$ cat src/rtl/puf_pkg.sv
// Shared types and defaults for the RO-PUF response sequencer.
package puf_pkg;

    localparam int CNT_W_DEF     = 22;
    localparam int RESP_BITS_DEF = 32;
    localparam int SEL_W_DEF     = 5;
    localparam int TIMEOUT_DEF   = 65535;

    typedef enum logic [2:0] {
        IDLE,
        CLEAR,
        RUN,
        COMPARE,
        NEXT,
        DONE
    } state_t;

endpackage

$ cat src/rtl/puf_race_detector.sv
// Captures the counter race outcome and derives the response bit from the captured values.
// With PUF_MARGIN_EN defined it also flags races closer than MARGIN counts as unstable.
module puf_race_detector
    import puf_pkg::*;
#(
    parameter int CNT_W  = CNT_W_DEF
`ifdef PUF_MARGIN_EN
    ,
    parameter int MARGIN = 8
`endif
) (
    input  logic             clk,
    input  logic             reset,
    input  logic             latch_en,
    input  logic [CNT_W-1:0] cnt_a,
    input  logic             fin_a,
    input  logic [CNT_W-1:0] cnt_b,
    input  logic             fin_b,
    output logic             race_bit,
    output logic             timeout
`ifdef PUF_MARGIN_EN
    ,
    output logic             unstable
`endif
);

    logic [CNT_W-1:0] cnt_a_q, cnt_a_d;
    logic [CNT_W-1:0] cnt_b_q, cnt_b_d;
    logic             fin_a_q, fin_a_d;
    logic             fin_b_q, fin_b_d;

    always_comb begin
        cnt_a_d = latch_en ? cnt_a : cnt_a_q;
        cnt_b_d = latch_en ? cnt_b : cnt_b_q;
        fin_a_d = latch_en ? fin_a : fin_a_q;
        fin_b_d = latch_en ? fin_b : fin_b_q;
    end

    // NOTE: state registers use non-blocking assignments so every flop samples pre-edge values.
    always_ff @(posedge clk or posedge reset) begin
        if (reset) begin
            cnt_a_q <= '0;
            cnt_b_q <= '0;
            fin_a_q <= 1'b0;
            fin_b_q <= 1'b0;
        end else begin
            cnt_a_q <= cnt_a_d;
            cnt_b_q <= cnt_b_d;
            fin_a_q <= fin_a_d;
            fin_b_q <= fin_b_d;
        end
    end

    // A tie on the finish flags is broken by the larger captured count.
    always_comb begin
        race_bit = 1'b0;
        unique case ({fin_a_q, fin_b_q})
            2'b10:   race_bit = 1'b1;
            2'b01:   race_bit = 1'b0;
            2'b11:   race_bit = (cnt_a_q > cnt_b_q);
            default: race_bit = 1'b0;
        endcase
    end

    assign timeout = !fin_a_q && !fin_b_q;

`ifdef PUF_MARGIN_EN
    logic [CNT_W:0] diff;

    always_comb begin
        if (cnt_a_q >= cnt_b_q) diff = {1'b0, cnt_a_q} - {1'b0, cnt_b_q};
        else                    diff = {1'b0, cnt_b_q} - {1'b0, cnt_a_q};
        unstable = timeout || (diff < (CNT_W + 1)'(MARGIN));
    end
`endif

endmodule

$ cat src/rtl/puf_response_sequencer.sv
// Steps through RESP_BITS challenges, races counters A/B per challenge and hands off the response word.
// Define PUF_MARGIN_EN to add the per-bit `unstable` output and the MARGIN parameter.
module puf_response_sequencer
    import puf_pkg::*;
#(
    parameter int CNT_W       = CNT_W_DEF,
    parameter int RESP_BITS   = RESP_BITS_DEF,
    parameter int SEL_W       = SEL_W_DEF,
    parameter int TIMEOUT_CYC = TIMEOUT_DEF
`ifdef PUF_MARGIN_EN
    ,
    parameter int MARGIN      = 8
`endif
) (
    input  logic                 clk,
    input  logic                 reset,
    input  logic                 start,
    input  logic [CNT_W-1:0]     cnt_a,
    input  logic                 fin_a,
    input  logic [CNT_W-1:0]     cnt_b,
    input  logic                 fin_b,
    output logic                 cnt_clear,
    output logic                 cnt_enable,
    output logic [SEL_W-1:0]     sel,
    output logic [RESP_BITS-1:0] resp,
    output logic                 resp_valid,
    input  logic                 resp_ready,
    output logic                 busy,
    output logic                 err
`ifdef PUF_MARGIN_EN
    ,
    output logic [RESP_BITS-1:0] unstable
`endif
);

    localparam int               TMR_W      = $clog2(TIMEOUT_CYC + 1);
    localparam logic [SEL_W-1:0] LAST_SEL   = SEL_W'(RESP_BITS - 1);
    localparam logic [TMR_W-1:0] TIMER_LAST = TMR_W'(TIMEOUT_CYC - 1);

    state_t               state_q, state_d;
    logic [SEL_W-1:0]     sel_q, sel_d;
    logic [TMR_W-1:0]     timer_q, timer_d;
    logic [RESP_BITS-1:0] resp_q, resp_d;
    logic                 err_q, err_d;
    logic                 cnt_clear_q, cnt_clear_d;
    logic                 cnt_enable_q, cnt_enable_d;
    logic                 resp_valid_q, resp_valid_d;
    logic                 busy_q, busy_d;

    logic run_exit;
    logic latch_en;
    logic race_bit;
    logic race_timeout;

    // Exit cycle is the one on which the detector captures the counters.
    assign run_exit = fin_a || fin_b || (timer_q == TIMER_LAST);
    assign latch_en = (state_q == RUN) && run_exit;

`ifdef PUF_MARGIN_EN
    logic [RESP_BITS-1:0] unstable_q, unstable_d;
    logic                 race_unstable;

    puf_race_detector #(
        .CNT_W   (CNT_W),
        .MARGIN  (MARGIN)
    ) u_race (
        .clk      (clk),
        .reset    (reset),
        .latch_en (latch_en),
        .cnt_a    (cnt_a),
        .fin_a    (fin_a),
        .cnt_b    (cnt_b),
        .fin_b    (fin_b),
        .race_bit (race_bit),
        .timeout  (race_timeout),
        .unstable (race_unstable)
    );
`else
    puf_race_detector #(
        .CNT_W   (CNT_W)
    ) u_race (
        .clk      (clk),
        .reset    (reset),
        .latch_en (latch_en),
        .cnt_a    (cnt_a),
        .fin_a    (fin_a),
        .cnt_b    (cnt_b),
        .fin_b    (fin_b),
        .race_bit (race_bit),
        .timeout  (race_timeout)
    );
`endif

    always_comb begin
        // NOTE: every combinational output gets a default first so no path infers a latch.
        state_d = state_q;
        sel_d   = sel_q;
        timer_d = timer_q;
        resp_d  = resp_q;
        err_d   = err_q;
`ifdef PUF_MARGIN_EN
        unstable_d = unstable_q;
`endif

        unique case (state_q)
            IDLE: begin
                sel_d = '0;
                if (start) begin
                    state_d = CLEAR;
                    err_d   = 1'b0;
`ifdef PUF_MARGIN_EN
                    unstable_d = '0;
`endif
                end
            end
            CLEAR: begin
                timer_d = '0;
                state_d = RUN;
            end
            RUN: begin
                timer_d = timer_q + 1'b1;
                if (run_exit) state_d = COMPARE;
            end
            COMPARE: begin
                resp_d[sel_q] = race_bit;
                if (race_timeout) err_d = 1'b1;
`ifdef PUF_MARGIN_EN
                unstable_d[sel_q] = race_unstable;
`endif
                state_d = NEXT;
            end
            NEXT: begin
                if (sel_q < LAST_SEL) begin
                    sel_d   = sel_q + 1'b1;
                    state_d = CLEAR;
                end else begin
                    state_d = DONE;
                end
            end
            DONE: begin
                if (resp_valid_q && resp_ready) begin
                    state_d = IDLE;
                    sel_d   = '0;
                end
            end
            default: state_d = IDLE;
        endcase

        // A fresh run starts from an all-zero word.
        if (state_d == CLEAR && state_q != CLEAR && sel_d == '0) resp_d = '0;

        cnt_clear_d  = (state_d == CLEAR);
        cnt_enable_d = (state_d == RUN);
        resp_valid_d = (state_d == DONE);
        busy_d       = (state_d != IDLE);
    end

    always_ff @(posedge clk or posedge reset) begin
        if (reset) begin
            state_q      <= IDLE;
            sel_q        <= '0;
            timer_q      <= '0;
            resp_q       <= '0;
            err_q        <= 1'b0;
            cnt_clear_q  <= 1'b0;
            cnt_enable_q <= 1'b0;
            resp_valid_q <= 1'b0;
            busy_q       <= 1'b0;
`ifdef PUF_MARGIN_EN
            unstable_q   <= '0;
`endif
        end else begin
            state_q      <= state_d;
            sel_q        <= sel_d;
            timer_q      <= timer_d;
            resp_q       <= resp_d;
            err_q        <= err_d;
            cnt_clear_q  <= cnt_clear_d;
            cnt_enable_q <= cnt_enable_d;
            resp_valid_q <= resp_valid_d;
            busy_q       <= busy_d;
`ifdef PUF_MARGIN_EN
            unstable_q   <= unstable_d;
`endif
        end
    end

    assign cnt_clear  = cnt_clear_q;
    assign cnt_enable = cnt_enable_q;
    assign sel        = sel_q;
    assign resp       = resp_q;
    assign resp_valid = resp_valid_q;
    assign busy       = busy_q;
    assign err        = err_q;
`ifdef PUF_MARGIN_EN
    assign unstable   = unstable_q;
`endif

endmodule
$ cat config.mk
export PLATFORM = sky130hd
export DESIGN_NAME = puf_response_sequencer
export DESIGN_NICKNAME = d
export VERILOG_FILES = /design/src/rtl/puf_pkg.sv /design/src/rtl/puf_race_detector.sv /design/src/rtl/puf_response_sequencer.sv
export SDC_FILE = /design/constraint.sdc
export NUM_CORES = 1
export LEC_CHECK = 0
export ABC_AREA = 1
export BUFFER_PORTS_ARGS = -buffer_cell sky130_fd_sc_hd__buf_2
export CELL_PAD_IN_SITES_DETAIL_PLACEMENT = 1
export CELL_PAD_IN_SITES_GLOBAL_PLACEMENT = 2
export CORE_MARGIN = 4
export CORE_UTILIZATION = 35
export CTS_BUF_LIST = sky130_fd_sc_hd__clkbuf_8
export DETAILED_ROUTE_END_ITERATION = 10
export PLACE_DENSITY_LB_ADDON = 0.1
export SYNTH_ARGS = -nofsm -noshare
export SYNTH_HDL_FRONTEND = slang
export SYNTH_SLANG_ARGS = --single-unit
$ cat constraint.sdc
create_clock -name clk -period 6.1 [get_ports clk]
set_input_delay 0 -clock clk [delete_from_list [all_inputs] [get_ports clk]]
set_output_delay 0 -clock clk [all_outputs]
set_load 0.01 [all_outputs]
Yosys cells after proc, flatten, opt, wreduce, memory -nomap -nowiden
Cells that the tools add are included.
{ "totals": {"word_cells": 68, "output_inout_bits": 42, "inputBits": 50, "ff_bits": 107} }
{ "classes": {"magnitude_cmp": 4, "mux": 18, "n_addsub": 2, "eq_ne": 14, "reduce_logical": 17} }
{ "op_table": {"columns": ["cell", "count"], "rows": [
  ["two-way mux 32 bit", 2],
  ["bitwise mux 32 bit", 1],
  ["case mux 16 bit (2 select lines)", 1],
  ["> comparator 22 bit", 1],
  ["case mux 3 bit (6 select lines)", 1],
  ["adder 16 x 1 -> 16 bit (second input constant)", 1],
  ["== test 16 bit (second input constant)", 1],
  ["case mux 5 bit (3 select lines)", 1],
  ["two-way mux 3 bit", 4],
  ["two-way mux 5 bit", 2],
  ["== test 3 x 2 -> 1 bit (second input constant)", 3],
  ["== test 3 bit (second input constant)", 3],
  ["== test 3 x 1 -> 1 bit (second input constant)", 2],
  ["logical AND 1 bit", 6],
  ["< comparator 5 x 6 -> 1 bit (second input constant)", 1],
  ["nonzero test 2 bit", 3],
  ["adder 5 x 1 -> 5 bit (second input constant)", 1],
  ["demux 1 bit (select 5 bit)", 1],
  ["greater-or-equal comparator 5 x 1 -> 1 bit (second input constant)", 1],
  ["logical NOT 5 bit", 1],
  ["< comparator 5 bit (second input constant)", 1],
  ["== test 2 bit (second input constant)", 2],
  ["!= test 2 bit (second input constant)", 2],
  ["case mux 1 bit (2 select lines)", 2],
  ["other kinds (7)", 11]
]} }

Longest topological paths before layout
Gate-level depths: netlist of the first run.
{ "depth": {"word_depth": 8, "mapped_depth": 15, "depth_no_buf": 14} }

Hierarchy
From an unflattened synthesis of the first run, not the netlist that was laid out.
{ "unflattened": {"cells_unflattened": 652, "area_unflattened_um2": 5501.5} }
{ "by_module_without_submodules": {"columns": ["mod", "cells_per_inst", "area_each_um2", "seq_area_each_um2", "instances"], "rows": [
  ["puf_response_sequencer", 415, 3185.6, 1526.5, 1],
  ["puf_race_detector", 237, 2316.0, 1151.1, 1]
]} }

Worst setup path after synthesis of the first run
No wires, ideal clock.
{ "synth_timing": {"path_kind": "flip-flop to flip-flop", "start": "register sel_q[0] (netlist: sel[0])", "end": "register resp_q[10] (netlist: resp[10])", "slack_ps": 4254, "synth_period_minus_slack_ps": 1846, "path_buffers": 1, "path_stages_with_launch": 12, "setup_ps": 121, "required_time_ps": 5979, "arrival_time_ps": 1725, "cell_sequence": "dfrtp_1 -> ha_1 -> nand2_1 -> inv_1 -> nor2_1 -> o21ai_0 -> nand2_1 -> nor2_2 -> nand4_4 -> buf_2 -> o211ai_1 -> nand2_1"} }
{ "synth_between": {"elab_cells_between_ends": 20, "classes_between": "add/sub: 1; order compare: 3; eq/ne: 1; mux: 10; reduce/logical: 5"} }
{ "synth_lines": {"columns": ["item", "line", "text"], "rows": [
  ["start, declared", "puf_response_sequencer.sv:41", "logic [SEL_W-1:0] sel_q, sel_d;"],
  ["start signal, assigned", "puf_response_sequencer.sv:174", "sel_q <= sel_d;"],
  ["adder 5 x 1 -> 5 bit / < comparator 5 bit (equally long branches)", "puf_response_sequencer.sv:134, puf_response_sequencer.sv:133", null],
  ["two-way mux 5 bit (*)", "puf_response_sequencer.sv:133", "if (sel_q < LAST_SEL) begin"],
  ["case mux 5 bit (3 select lines) (*)", "puf_response_sequencer.sv:105", "unique case (state_q)"],
  ["net sel_d[2]", "puf_response_sequencer.sv:41", null],
  ["logical NOT 5 bit (*)", "puf_response_sequencer.sv:150", "if (state_d == CLEAR && state_q != CLEAR && sel_d == '0) resp_d = '0;"],
  ["logical AND 1 bit (*)", "puf_response_sequencer.sv:150", null],
  ["two-way mux 32 bit / nonzero test 2 bit (equally long branches)", null, null],
  ["end signal, assigned", "puf_response_sequencer.sv:176", "resp_q <= resp_d;"],
  ["end, declared", "puf_response_sequencer.sv:43", "logic [RESP_BITS-1:0] resp_q, resp_d;"]
]} }
The timed path passes the listed nets; every way through them passes the cells marked *. The select of a mux whose other input is x is not followed.
A chain may end at the register's enable or synchronous reset.

Worst setup path in the final report of the first run
{ "layout_timing": {"start": "register sel_q[0] (netlist: sel[0])", "end": "register resp_q[9] (netlist: resp[9])"} }
Same word-level chain as after synthesis.

==> results of run 1 <==
-- cell type report --
type                    instances  area, um^2  area share, %
flip-flops and latches        107        2680           38.4
multi-input cells             418        2370           34.1
repair buffers                144         976           14.0
inverters                     113         427           6.13
well taps                     211         264           3.79
clock inverters                 7         125           1.80
clock buffers                   9         124           1.78
-- cell families after synthesis --
kind of cell,share of synthesized area (%)
AND/OR/NAND/NOR,21.2
flip-flops,48.0
adder cells (fa/ha/maj),6.28
AO/OA/AOI/OAI,10.3
buffers and inverters,9.59
multiplexers,4.62
-- flip-flops by register name, summed over array words and instances, names as in the netlist --
register	cells
u_race.cnt_a_q	22
state_q	3
sel	5
resp_valid	1
u_race.fin_a_q	1
u_race.cnt_b_q	22
resp	32
timer_q	16
cnt_enable	1
cnt_clear	1
busy	1
err	1
u_race.fin_b_q	1
-- layout by cell type (no fill, tap or decap), types with 2 or more instances in the layout --
master         synthesis  routed
nand2_1              124     123
nor2_1                84      84
nand3_1               18      18
o211ai_1              32      32
or2_2                  2       2
bufinv_16              0       3
buf_4                  2       4
inv_1                110     109
buf_2                 11      91
a31oi_1                2       2
inv_2                  3       3
o31ai_1                2       2
o21ai_0               11      11
nor2_2                 4       4
a21oi_1               38      38
mux2_2                22      22
nor3_1                 3       3
clkbuf_8               0       9
o21a_1                 2       2
clkinv_4               0       3
ha_1                  28      28
dfrtp_1              107     107
nand4_1               36      36
dlygate4sd3_1          0      49
-- layer usage --
layer | track usage (%) | vias to the layer above
met5 | 0 | -
met4 | 5.15 | 0
met3 | 2.44 | 12
met2 | 30.1 | 55
met1 | 23.0 | 2377
li1 | - | 2407
-- final timing paths --
check | slack [ps] | cells past startpoint | end
setup / recovery | 3320 | 10 | resp[9]
hold / removal | 160 | 3 | u_race.cnt_b_q[7]
setup reg to reg | 3320 | 10 | resp[9]
hold reg to reg | 490 | 1 | err
max in group asynchronous | 4610 | 4 | u_race.cnt_b_q[16]
min in group clk | 380 | 3 | u_race.cnt_a_q[7]
-- power groups by stage --
stage	sequential, W	combinational [W]	clock [W]
after floorplan	0.000997	0.000825	0
after global placement	0.00101	0.00107	0
after detailed placement	0.00102	0.00110	0
after CTS	0.00100	0.00114	0.000564
after global routing	0.00102	0.00129	0.000592
final	0.000999	0.00112	0.000541
-- through the flow --
step | worst slack (ps) | area (um^2)
final | 3320 | 6970
after global routing | 2960 | 6970
after CTS | 3340 | 6970
after detailed placement | 3340 | 6230
after global placement | 3440 | 6230
after floorplan | 3280 | 5580
-- cell usage after synthesis (all sizes together) --
library cell	number
a31oi	2
o31ai	2
o22ai	1
o32ai	1
a32o	1
or2	2
a21oi	38
mux2i	1
or3	1
nor2	88
nand2	124
nor3	3
clkbuf	11
o21ai	11
mux2	22
o211ai	32
nand3	19
buf	13
o21a	2
a21boi	1
dfrtp	107
inv	113
o21bai	1
ha	28
a21o	1
nand4	37
-- worst reg2reg max path, cell delays in order, from the launching register on --
cell	delay, ps
dfrtp_1	480
ha_1	260
nand2_1	130
inv_1	110
nor2_1	50
o21ai_0	170
nand2_1	100
nor2_2	160
nand4_4	720
o211ai_1	420
nand2_1	80
==> flow_summary.yaml, run 1 <==
clock_network:
  numCtsBuffers: 9
  post_cts_buffers: 0
  clock-sinks: 107
  cts_resized: 0
  clk_latency_ps: 380
  clk_pin_slew_ps: 110
  ctsHoldBuffers: 49
  cts_tree: "done"
  cts_max_path_buffers: 2
  ctsRootBufferMaster: "clkbuf_8"
  htreeDepth: 3
synthesis:
  synth_nets: 740
  ys_warn_count: 0
  synth_seq_area_share_pct: 48.0
  yosys.area.top_type: "dfrtp_1"
  netlist_area_um2: 5580
  netlist_top_cells_area: "dfrtp_1, nand2_1, inv_1"
  synthCells: 662
  ys_ff_latch: 107
  syn_area_per_cell_um2: 8.43
  synth_top_area_share_pct: 48.0
  synth.distinct_cells: 31
grt:
  grt_pass1_vias: 5164
  antenna_found_initial: 0
  grt_max_degree: 77
  grtUsageTotal_pct: 17.5
  grt_pass1_wl_mm: 25.8
  gr-total-overflow: 0
timing:
  post-route-min-period_ps: 2780
  worst_pin_slew_ps: 1170
  max_freq_mhz: 360
  fin_crit_sh_pct: 45.6
  hold_violations: 0
  fin_skew_ps: 12.0
  slew_headroom_pct: 21.8
  slew_viol_final: 0
  timing.hold.ws_ps: 162
  tns_ps: 0
  setup_viol: 0
  rsz0062_at_grt: "false"
pwr:
  comb_power_share_pct: 42.0
  p_seq_share_pct: 37.6
  peakVddDrop_mv: 0.175
  p_int_w: 0.00156
  powerDensity_nw_per_um2: 381
  p_clk_share_pct: 20.4
  cellLeakagePower_nw: 3.64
  p_sw_w: 0.00110
  power_w: 0.00266
  switching_share_pct: 41.4
route:
  drtPass1Iterations: 4
  drt_iter0_drc: 196
  wl_per_cell_um: 14.9
  met2_length_mm: 7.55
  drc: 0
  drt-met1-wl_mm: 6.92
  num_vias: 4851
  dr_wl_met3_um: 381
  top_layer: "met4"
  routed_via_density: 4.81
  routed_wl_mm: 15.1
  antenna_left: 0
place:
  port_buffers: 91
  gp_congestion: 0.804
  place_hpwl_mm: 10.3
  dp_cells: 944
finish:
  num-nets-final: 871
  final_cells: 1009
  fillers: 1911
  final_util_pct: 45.2
  layout-drive-gt1-share_pct: 18.3
  n_antenna_cell: 0
  area_growth_pct: 24.8
die:
  core_area_um2: 15400
  die_area_um2: 18000
  io-pin-count: 92
  die-width_um: 134
  placement_rows: 45
  initial_utilization_pct: 36.2
  fp.dieH_um: 134
critical_path:
  start_kind: "register"
  slowest_stage: "nand4_4"
  cp_max_fo: 64
  worst_path_largest_cell_delay_ps: 720
  crit_top_cell: "nand2_1"
  crit_family: "simple AND/OR/NAND/NOR gates"
  end_kind: "register"
  arrival_ps: 3060
  crit_buf_inv: 1
  r2r-start: "sel[0]"
  startpoint: "sel[0]"
  crit_chain: "ha_1, nand2_1, inv_1, nor2_1, o21ai_0, nand2_1, nor2_2, nand4_4, o211ai_1, nand2_1"
  critPathRequiredTime_ps: 6380
  crit_type: "register to register"
worst_hold_path:
  holdCritPathClass: "primary input to async pin"
run:
  max_cap_violations: 0
run_status:
  outcome: "completed"
(Power assumes the default switching activity.)
==> run 2: changes to the inputs <==
clock period = 2.6 ns   (was 6.1 ns; I/O delays follow)
==> flow_summary.yaml, run 2 (same netlist as run 1, synthesis figures left out) <==
die:
  die_area_um2: 18000
  initial_utilization_pct: 36.2
  core_area_um2: 15400
  io-pin-count: 92
  die-width_um: 134
  placement_rows: 45
  fp.dieH_um: 134
clock_network:
  clock-sinks: 107
  htreeDepth: 3
  ctsRootBufferMaster: "clkbuf_8"
  cts_tree: "done"
  clk_pin_slew_ps: 110
  cts_max_path_buffers: 2
  clk_latency_ps: 390
  post_cts_buffers: 0
  numCtsBuffers: 9
pwr:
  peakVddDrop_mv: 0.443
  switching_share_pct: 41.7
  p_clk_share_pct: 17.5
  p_seq_share_pct: 38.6
  p_sw_w: 0.00254
  powerDensity_nw_per_um2: 871
  power_w: 0.00609
  cellLeakagePower_nw: 3.65
  p_int_w: 0.00355
  comb_power_share_pct: 43.9
place:
  place_hpwl_mm: 10.7
  gp_congestion: 0.766
  port_buffers: 91
route:
  routed_via_density: 4.84
  drc: 0
  drtPass1Iterations: 4
  routed_wl_mm: 15.1
  num_vias: 4905
  wl_per_cell_um: 14.9
  drt_iter0_drc: 122
  antenna_left: 0
critical_path:
  critPathRequiredTime_ps: 2930
  cp_max_fo: 64
  end_kind: "register"
  arrival_ps: 2650
  ff2ff_setup_slack_ps: 280
  start_kind: "register"
  crit_type: "register to register"
finish:
  area_growth_pct: 25.3
  layout-drive-gt1-share_pct: 18.8
  final_cell_mix: "nand2_1, inv_1, dfrtp_1"
  n_antenna_cell: 0
  fillers: 1884
  largest_reg_flops: 32
  num-nets-final: 876
  mostFrequentLayoutCell: "nand2_1"
worst_hold_path:
  holdCritPathClass: "primary input to async pin"
timing:
  setup_viol: 0
  fin_crit_sh_pct: 89.3
  slew_viol_final: 0
  slew_headroom_pct: 28.2
  tns_ps: 0
  fin_skew_ps: 15.8
  hold_violations: 0
  post-route-min-period_ps: 2320
  rsz0062_at_grt: "false"
  worst_pin_slew_ps: 1080
  max_freq_mhz: 430
grt:
  grt_max_degree: 70
  grt_pass1_vias: 5299
  gr-total-overflow: 0
  antenna_found_initial: 0
  grt_pass1_wl_mm: 25.6
  grtUsageTotal_pct: 17.4
run_status:
  outcome: "completed"
run:
  max_cap_violations: 0
## run 2: path summary, 6_finish.rpt
check | start | endpoint | depth (start not counted)
min reg2reg | timer_q[15] | timer_q[15] | 1
max reg2reg | sel[2] | resp[12] | 9
max | sel[2] | resp[12] | 9
min in group clk | cnt_a[12] | u_race.cnt_a_q[12] | 3
max in group asynchronous | reset | u_race.cnt_b_q[9] | 4
min | reset | u_race.cnt_b_q[17] | 3
## run 2: repair_timing
item / CTS / global route
hold endpoints to repair: 79 / 0
hold buffers: 49 / 0
resized for setup: 0 / 1
endpoints found under the setup margin: 0 / 28
## run 2: critical path: stages, from the launching register on
cell and delay [ps]:
dfrtp_1 600, nand3_1 200, nor2_1 260, nand2_1 120, nand3_1 170, nor2_2 90
nand4_4 100, buf_6 370, nand4_1 190, nand2_1 100
## run 2: cell type report
class	count	area, um^2	area share, %
Inverter	113	428	6.12
Clock buffer	14	193	2.76
Clock inverter	2	16.3	0.233
Timing Repair Buffer	149	1040	14.9
Multi-Input combinational cell	418	2370	33.9
Sequential cell	107	2680	38.3
Tap cell	211	264	3.78
## run 2: power by group through the flow
stage          combinational [W]  clock [W]  sequential (W)
5_1_grt                  0.00307    0.00119         0.00240
2_1_floorplan            0.00194          0         0.00234
6_report                 0.00267    0.00106         0.00235
3_3_place_gp             0.00253          0         0.00236
3_5_place_dp             0.00266          0         0.00239
4_1_cts                  0.00273    0.00113         0.00235
## run 2: routing by layer
layer / vias up / GRT usage (%) / part of all wire (%)
li1: 2425 / - / -
met1: 2397 / 21.7 / 44
met2: 68 / 30.7 / 51
met3: 15 / 2.63 / 3.0
met4: 0 / 6.17 / 1.9
met5: - / 0 / 0
## run 2: per-stage QoR
step / setup slack, ps / hold WS, ps / instances / cell area, um^2 / utilization, %
after floorplan: 754 / 117 / 662 / 5590 / -
after global placement: 204 / 208 / 949 / 6290 / 40.8
after detailed placement: 134 / 196 / 949 / 6290 / 40.8
after CTS: 92.7 / 316 / 1014 / 6990 / 45.3
after global routing: 83.9 / 372 / 1014 / 6990 / 45.3
final: 277 / 293 / 1014 / 6990 / 45.3
